===== config.mk =====
export PLATFORM = sky130hd
export DESIGN_NAME = seg7_scan_disp
export DESIGN_NICKNAME = d
export VERILOG_FILES = /design/src/rtl/seg7_scan_disp.sv
export SDC_FILE = /design/constraint.sdc
export NUM_CORES = 1
export LEC_CHECK = 0
export ABC_AREA = 1
export CORE_MARGIN = 10
export CORE_UTILIZATION = 45
export DETAILED_ROUTE_END_ITERATION = 8
export PLACE_DENSITY = 0.69
export SYNTH_ARGS = -nofsm -noshare
export SYNTH_HDL_FRONTEND = slang
export SYNTH_SLANG_ARGS = --single-unit

===== constraint.sdc =====
create_clock -name clk -period 3.25 [get_ports clk]
set_input_delay 0.65 -clock clk [delete_from_list [all_inputs] [get_ports clk]]
set_output_delay 0.65 -clock clk [all_outputs]
set_load 0.01 [all_outputs]

===== src/rtl/seg7_scan_disp.sv =====
// rtl/seg7_scan_disp.sv - four-digit multiplexed 7-segment display scanner
//
// Purpose: scans four hex digits onto a common-anode 7-segment display.
// Each digit is shown for SCAN_DIV clk cycles. Inputs are captured into
// shadow registers once per frame, so a frame is always drawn from one
// consistent snapshot.
//
// Optional feature macro: SEG7_BLINK_EN. When it is defined, digits whose
// les bit is set blink, driven by a BLINK_BITS-wide phase counter. When it
// is not defined, those digits are blanked continuously.
//
// Ports:
//   clk      in   1  system clock, rising edge
//   rst_n    in   1  synchronous active-low reset
//   hexs     in  16  digit k = hexs[4k+3:4k], digit 0 rightmost
//   points   in   4  points[k]=1 lights the decimal point of digit k
//   les      in   4  les[k]=1 blanks (or blinks) digit k
//   an       out  4  active-low anode select
//   segment  out  8  active-low cathodes {dp,g,f,e,d,c,b,a}
module seg7_scan_disp #(
  parameter int SCAN_DIV   = 100000,
  parameter int BLINK_BITS = 26
) (
  input  logic        clk,
  input  logic        rst_n,
  input  logic [15:0] hexs,
  input  logic [3:0]  points,
  input  logic [3:0]  les,
  output logic [3:0]  an,
  output logic [7:0]  segment
);

  localparam int CW = (SCAN_DIV > 1) ? $clog2(SCAN_DIV) : 1;
  localparam logic [CW-1:0] LP_LAST = CW'(SCAN_DIV - 1);

  logic [CW-1:0] r_cnt;
  logic          r_valid;
  logic [1:0]    r_idx;
  logic [15:0]   r_hex_sh;
  logic [3:0]    r_pts_sh;
  logic [3:0]    r_les_sh;
  logic [3:0]    r_an;
  logic [7:0]    r_seg;

  logic          w_tick;
  logic [3:0]    w_digit;
  logic [6:0]    w_seg7;
  logic          w_blank;

  assign w_tick  = (r_cnt == LP_LAST);
  assign w_digit = r_hex_sh[{r_idx, 2'b00} +: 4];

  // Slot timer, digit index and per-frame input snapshot
  always_ff @(posedge clk) begin
    if (!rst_n) begin
      r_cnt    <= '0;
      r_valid  <= 1'b0;
      r_idx    <= 2'd3;
      r_hex_sh <= '0;
      r_pts_sh <= '0;
      r_les_sh <= '0;
    end else begin
      r_cnt <= w_tick ? '0 : r_cnt + 1'b1;
      if (w_tick) begin
        if (r_idx == 2'd3) begin
          // Frame boundary: the index starts at 3 so that the first tick
          // after reset lands here and captures the first snapshot.
          r_idx    <= 2'd0;
          r_valid  <= 1'b1;
          r_hex_sh <= hexs;
          r_pts_sh <= points;
          r_les_sh <= les;
        end else begin
          r_idx <= r_idx + 2'd1;
        end
      end
    end
  end

  // Active-low {g,f,e,d,c,b,a}
  always_comb begin
    w_seg7 = 7'h7F;
    case (w_digit)
      4'h0: w_seg7 = 7'h40;
      4'h1: w_seg7 = 7'h79;
      4'h2: w_seg7 = 7'h24;
      4'h3: w_seg7 = 7'h30;
      4'h4: w_seg7 = 7'h19;
      4'h5: w_seg7 = 7'h12;
      4'h6: w_seg7 = 7'h02;
      4'h7: w_seg7 = 7'h78;
      4'h8: w_seg7 = 7'h00;
      4'h9: w_seg7 = 7'h10;
      4'hA: w_seg7 = 7'h08;
      4'hB: w_seg7 = 7'h03;
      4'hC: w_seg7 = 7'h46;
      4'hD: w_seg7 = 7'h21;
      4'hE: w_seg7 = 7'h06;
      4'hF: w_seg7 = 7'h0E;
      default: w_seg7 = 7'h7F;
    endcase
  end

`ifdef SEG7_BLINK_EN
  logic [BLINK_BITS-1:0] r_blink;

  always_ff @(posedge clk) begin
    if (!rst_n) begin
      r_blink <= '0;
    end else begin
      r_blink <= r_blink + 1'b1;
    end
  end

  // Blink-enabled digits go dark during the upper half of the blink period
  assign w_blank = r_les_sh[r_idx] & r_blink[BLINK_BITS-1];
`else
  localparam int LP_UNUSED_BLINK_BITS = BLINK_BITS;
  assign w_blank = r_les_sh[r_idx];
`endif

  // Registered drive: outputs follow the index/shadow state one clk later
  always_ff @(posedge clk) begin
    if (!rst_n || !r_valid) begin
      r_an  <= 4'b1111;
      r_seg <= 8'hFF;
    end else begin
      r_an  <= ~(4'b0001 << r_idx);
      // A blanked digit keeps its anode enabled but lights nothing
      r_seg <= w_blank ? 8'hFF : {~r_pts_sh[r_idx], w_seg7};
    end
  end

  assign an      = r_an;
  assign segment = r_seg;

endmodule


; ---- Word-level counts from Yosys, hierarchy flattened
; Memories as Yosys holds them, arrays and structs flattened. A register that Yosys moved wholly into a read port is not among the register bits.
; Index checks and enable logic that the tools add are counted.
[classes]
reduce_logical = 6
magnitude_cmp = 1
n_eq_ne = 2
mux = 5
n_addsub = 2
shifts = 2
n_bitwise = 3
[ops]
columns = operator, count
row1 = "adder 17 x 1 -> 17 bit, second input constant", 1
row2 = "== test 17 bit, second input constant", 1
row3 = indexed part select 16 x 5 -> 4 bit, 1
row4 = binary-select mux 1 bit (select 2 bit), 2
row5 = NOT 4 bit, 1
row6 = OR reduction 2 bit, 2
row7 = "left shift 1 x 2 -> 4 bit, first input constant", 1
row8 = "< comparator 2 x 3 -> 1 bit, second input constant", 1
row9 = "adder 2 x 1 -> 2 bit, second input constant", 1
row10 = "== test 2 bit, second input constant", 1
row11 = zero test 1 bit, 2
row12 = 2-to-1 mux 1 bit, 2
row13 = 2-to-1 mux 2 bit, 1
row14 = NOT 1 bit, 2
row15 = AND reduction 2 bit, 1
row16 = logical OR 1 bit, 1
[totals]
rom_bits = 112
n_memories = 1
regBits = 56
out_inout_bits = 12
[mem_list]
columns = memory, depth, width, read_ports, rd_clocked_by_memory_dff, write_ports, line
row1 = (no name shown), 16, 7, 1, 1, 0, 83  ; case (w_digit)

; ---- Longest topological paths before layout
[depth]
depth_word = 3
mapped_depth = 12
depth_no_buf = 10

; ---- Worst setup path before layout
; OpenSTA, ideal clock, no wires.
[synth_path]
path_type = flip-flop to flip-flop
from = register r_idx[0]
to = register r_seg[2], in the netlist segment[2]
period_less_slack_ps = 1657
n_path_buf = 2
slack_ps = 1593
required_time_ps = 3188
setup_time_ps = 62
path_stages_with_launch = 12
t_arrival_ps = 1594
cell_sequence = dfxtp_1 > buf_4 > buf_2 > nand2_1 > nand3_1 > nand2_1 > inv_1 > ha_1 > inv_1 > nand3_1 > or2_0 > nand3_1
[synth_between]
elab_chain_len = 3
[synth_rtl]
columns = item, line
row1 = from (decl), 38  ; logic [1:0] r_idx;
row2 = from (signal assigned), 74  ; r_idx <= r_idx + 2'd1;
row3 = branches (longest 3 deep; another with indexed part select 16 x 5 -> 4 bit), n/a
row4 = to (decl), 43  ; logic [7:0] r_seg;
; Parallel ways; which one is timed is not known. The select of a mux whose other input is x is not followed.
; A chain may end at the register's enable or synchronous reset.

; ---- Worst setup path after layout
; Same ends and word-level chain as after synthesis.

==> out/qor.txt <==
Classification of the worst setup path = register to register
Detailed placer's ending HPWL = 4180 µm
Number of fill cells = 598
Average vias per placed instance = 4.68
Number of buffers inserted for hold repair after clock tree synthesis = 0
Setup slack of the most critical reg-to-reg path = 1.01 ns
Kind of path behind the tightest hold check = register to register
Routed length on met2 = 2550 µm
Via count of the first global-routing pass = 2,174
Setup repair after global routing missed its margin = false
H-tree levels = 2
Relative contribution of the clock network to total power = 33.7%
Min Tclk post-route = 2.24 ns
Remaining design rule violation count = 0
I/O Pins = 38
Met3 wire length = 273 µm
Post-synthesis area per instance = 6.78 µm²
Final GP Congestion = 0.857
Total die area = 9720 µm²
Share of synthesized registers carrying an async set or reset = 0%
Achievable clock frequency = 0.447 GHz
Metal-1 WL = 2830 µm
Warning count from the yosys run = 0
Share of post-route cells with drive strength above 1 = 7.90%
Cell count after synthesis = 410
Wire length of the first global-routing pass = 9420 µm
CP Data Arrival Time = 2.49 ns
Pre-CTS setup slack = 1.06 ns
Cell chosen for the clock root = clkbuf_8
Pleak = 0.00144 µW
Reg2reg start = r_idx[0]
Area of the placeable core = 5960 µm²
Post-Place Cells = 510
Peak supply drop = 0.234 mV
Routed wire per std cell = 11.0 µm
Endpoint class of the critical path = register
Largest driver fanout on the critical path = 19
Slew Viols, Final = 0
TNS Setup = 0 ns
Number of cell instances on the worst register-to-register path = 10
Total via count after detailed routing = 2,425
Width of the die = 98.6 µm
Area growth syn-to-layout = 17.1%
Layout Cells excl Fill = 518
Top Metal Used = met4
CTS tree = yes
IO Port Bufs = 37
Final layout net count = 479
Leading register cell type out of synthesis = dfxtp_1
CTS Buf Count = 5
Initial antenna violation count = 0
Final setup fails = 0
P per Cell Area = 342 nW/µm²
Number of nets with antenna violations after routing = 0
EDFF count, synth = 0
Number of core rows = 28
Max-cap violations = 0
Internal power component = 873 µW
Starting density of the core = 46.7%
End point of the critical path = segment[2]
Data required time of the critical path = 3.50 ns
Final period util = 68.8%
Worst path setup slack after routing = 1.01 ns
Count of routing violations after the opening detailed-route iteration = 78
Final Skew = 0.0107 ns
Fraction of power consumed by combinational cells = 4.2%
Sequential cell fraction of total power = 62.1%
Clock slew at the register clock pins of the worst setup and hold paths = 0.10 ns
Number of buffers inserted to repair setup after CTS = 0
Total routing resource utilization after global routing = 11.3%
Synth Net Count = 447
Element type at the critical path start = register
Reg2Reg Capture Point = segment[2]
Clk Latency, worst-skew pair = 0.31 ns
Cell area after synthesis = 2780 µm²
Number of distinct library cells after synthesis = 29
# resized after CTS = 0
Register area share after synthesis = 40.3%
Net switching share of the total power = 21.5%
Transition time of the tightest slew-check pin = 0.745 ns
Outcome = complete, no violations
Remaining global-route overflow = 0
DR pass1 iterations = 4
Worst setup path start = r_idx[0]
Clock Sinks = 56
Max-slew headroom = 50.1%
Total detailed-routing wirelength = 5710 µm
Power after layout = 1110 µW
Die span in y = 98.6 µm
Flip-flop and latch count after synthesis = 56
Clock Path Buffers = 2
NetSw = 239 µW
Number of antenna repair diodes = 0
Largest net degree at the start of global routing = 31
Hold violation count in the final report = 0
## area by class of cell
cell class / instances / area (µm²) / area share, %
clock inverters: 1 / 8.76 / 0.269
well taps: 75 / 93.8 / 2.88
clock buffers: 7 / 76.3 / 2.35
flip-flops and latches: 56 / 1120 / 34.5
repair buffers: 39 / 385 / 11.8
inverters: 50 / 189 / 5.81
multi-input cells: 290 / 1380 / 42.4
## cells in the final DEF, fill, tap and decap left out, types with 2 or more instances in the layout
cell,netlist,routed
nand2_1,120,120
nor2_1,72,72
dfxtp_1,56,56
inv_1,44,44
clkdlybuf4s50_1,0,37
nand3_1,32,32
a21oi_1,15,15
ha_1,11,11
nor2_2,9,9
inv_2,5,5
clkbuf_8,0,5
o21ai_0,4,4
nand2_2,4,4
nand4_1,4,4
xnor2_1,3,3
nor2_4,2,2
nand3_2,2,2
o21ai_2,2,2
nor3_1,2,2
xor2_1,2,2
clkbuf_1,3,2
buf_4,2,2
## cells in the mapped netlist (5+ instances only)
cell,instances,area (µm²)
inv_1,44,165
a21oi_1,15,75.1
buf_2,6,30.0
inv_2,5,18.8
ha_1,11,138
nor2_1,72,270
dfxtp_1,56,1120
nand2_1,120,450
nor2_2,9,56.3
nand3_1,32,160
## cell families (layout without fill, tap and decap cells)
logic type | count (synthesis) | count (layout) | synth area share [%]
DFF | 56 | 56 | 40.3
AOI/OAI and AO/OA | 23 | 23 | 4.59
adders and majority gates | 11 | 11 | 4.95
buffers and inverters | 64 | 97 | 10.0
and+or+nand+nor | 251 | 251 | 38.5
xor gates and xnor gates | 5 | 5 | 1.58
## worst min-delay path by stage
| stage | to | startpoint | slack (ns) | depth (start not counted) |
|---|---|---|---|---|
| finish | r_cnt[0] | r_cnt[0] | 0.45 | 1 |
| global route | r_cnt[0] | r_cnt[0] | 0.47 | 1 |
| CTS | r_cnt[0] | r_cnt[0] | 0.46 | 1 |
| detailed placement | r_cnt[0] | r_cnt[0] | 0.44 | 1 |
| global placement | r_cnt[0] | r_cnt[0] | 0.43 | 1 |
| floorplan | r_cnt[0] | r_cnt[0] | 0.42 | 1 |
## critical path, cell delays in order (launching register included)
cell     delay, ns
dfxtp_1       0.74
inv_2         0.24
nand2_1       0.11
nand3_1       0.07
nand2_1       0.21
inv_1         0.12
ha_1          0.24
inv_1         0.08
nand3_1       0.09
or2_0         0.21
nand3_1       0.07
## power groups by stage
stage / combinational, µW / sequential (µW) / clock [µW]
3_5_place_dp: 46.6 / 707 / 0
5_1_grt: 50.6 / 691 / 409
2_1_floorplan: 12.4 / 706 / 0
4_1_cts: 46.7 / 691 / 389
3_3_place_gp: 46.8 / 706 / 0
6_report: 46.1 / 691 / 375
## state kept, by name, indices dropped and copies added, names as in the netlist
register  flops
r_cnt        17
r_hex_sh     16
segment       8
r_les_sh      4
r_pts_sh      4
an            4
r_idx         2
r_valid       1
## layer usage
layer  up-vias  track usage (%)
met5         -                0
met4         0             3.31
met3         4             3.63
met2        52             17.8
met1      1060             14.3
li1       1309                -
## stage by stage
stage / utilization, % / instance area (µm²) / hold slack (ns)
floorplan: - / 2780 / 0.417
global placement: 53.2 / 3170 / 0.432
detailed placement: 53.2 / 3170 / 0.443
CTS: 54.6 / 3250 / 0.457
global route: 54.6 / 3250 / 0.472
finish: 54.6 / 3250 / 0.451
Power figures use the tool's default switching activity.
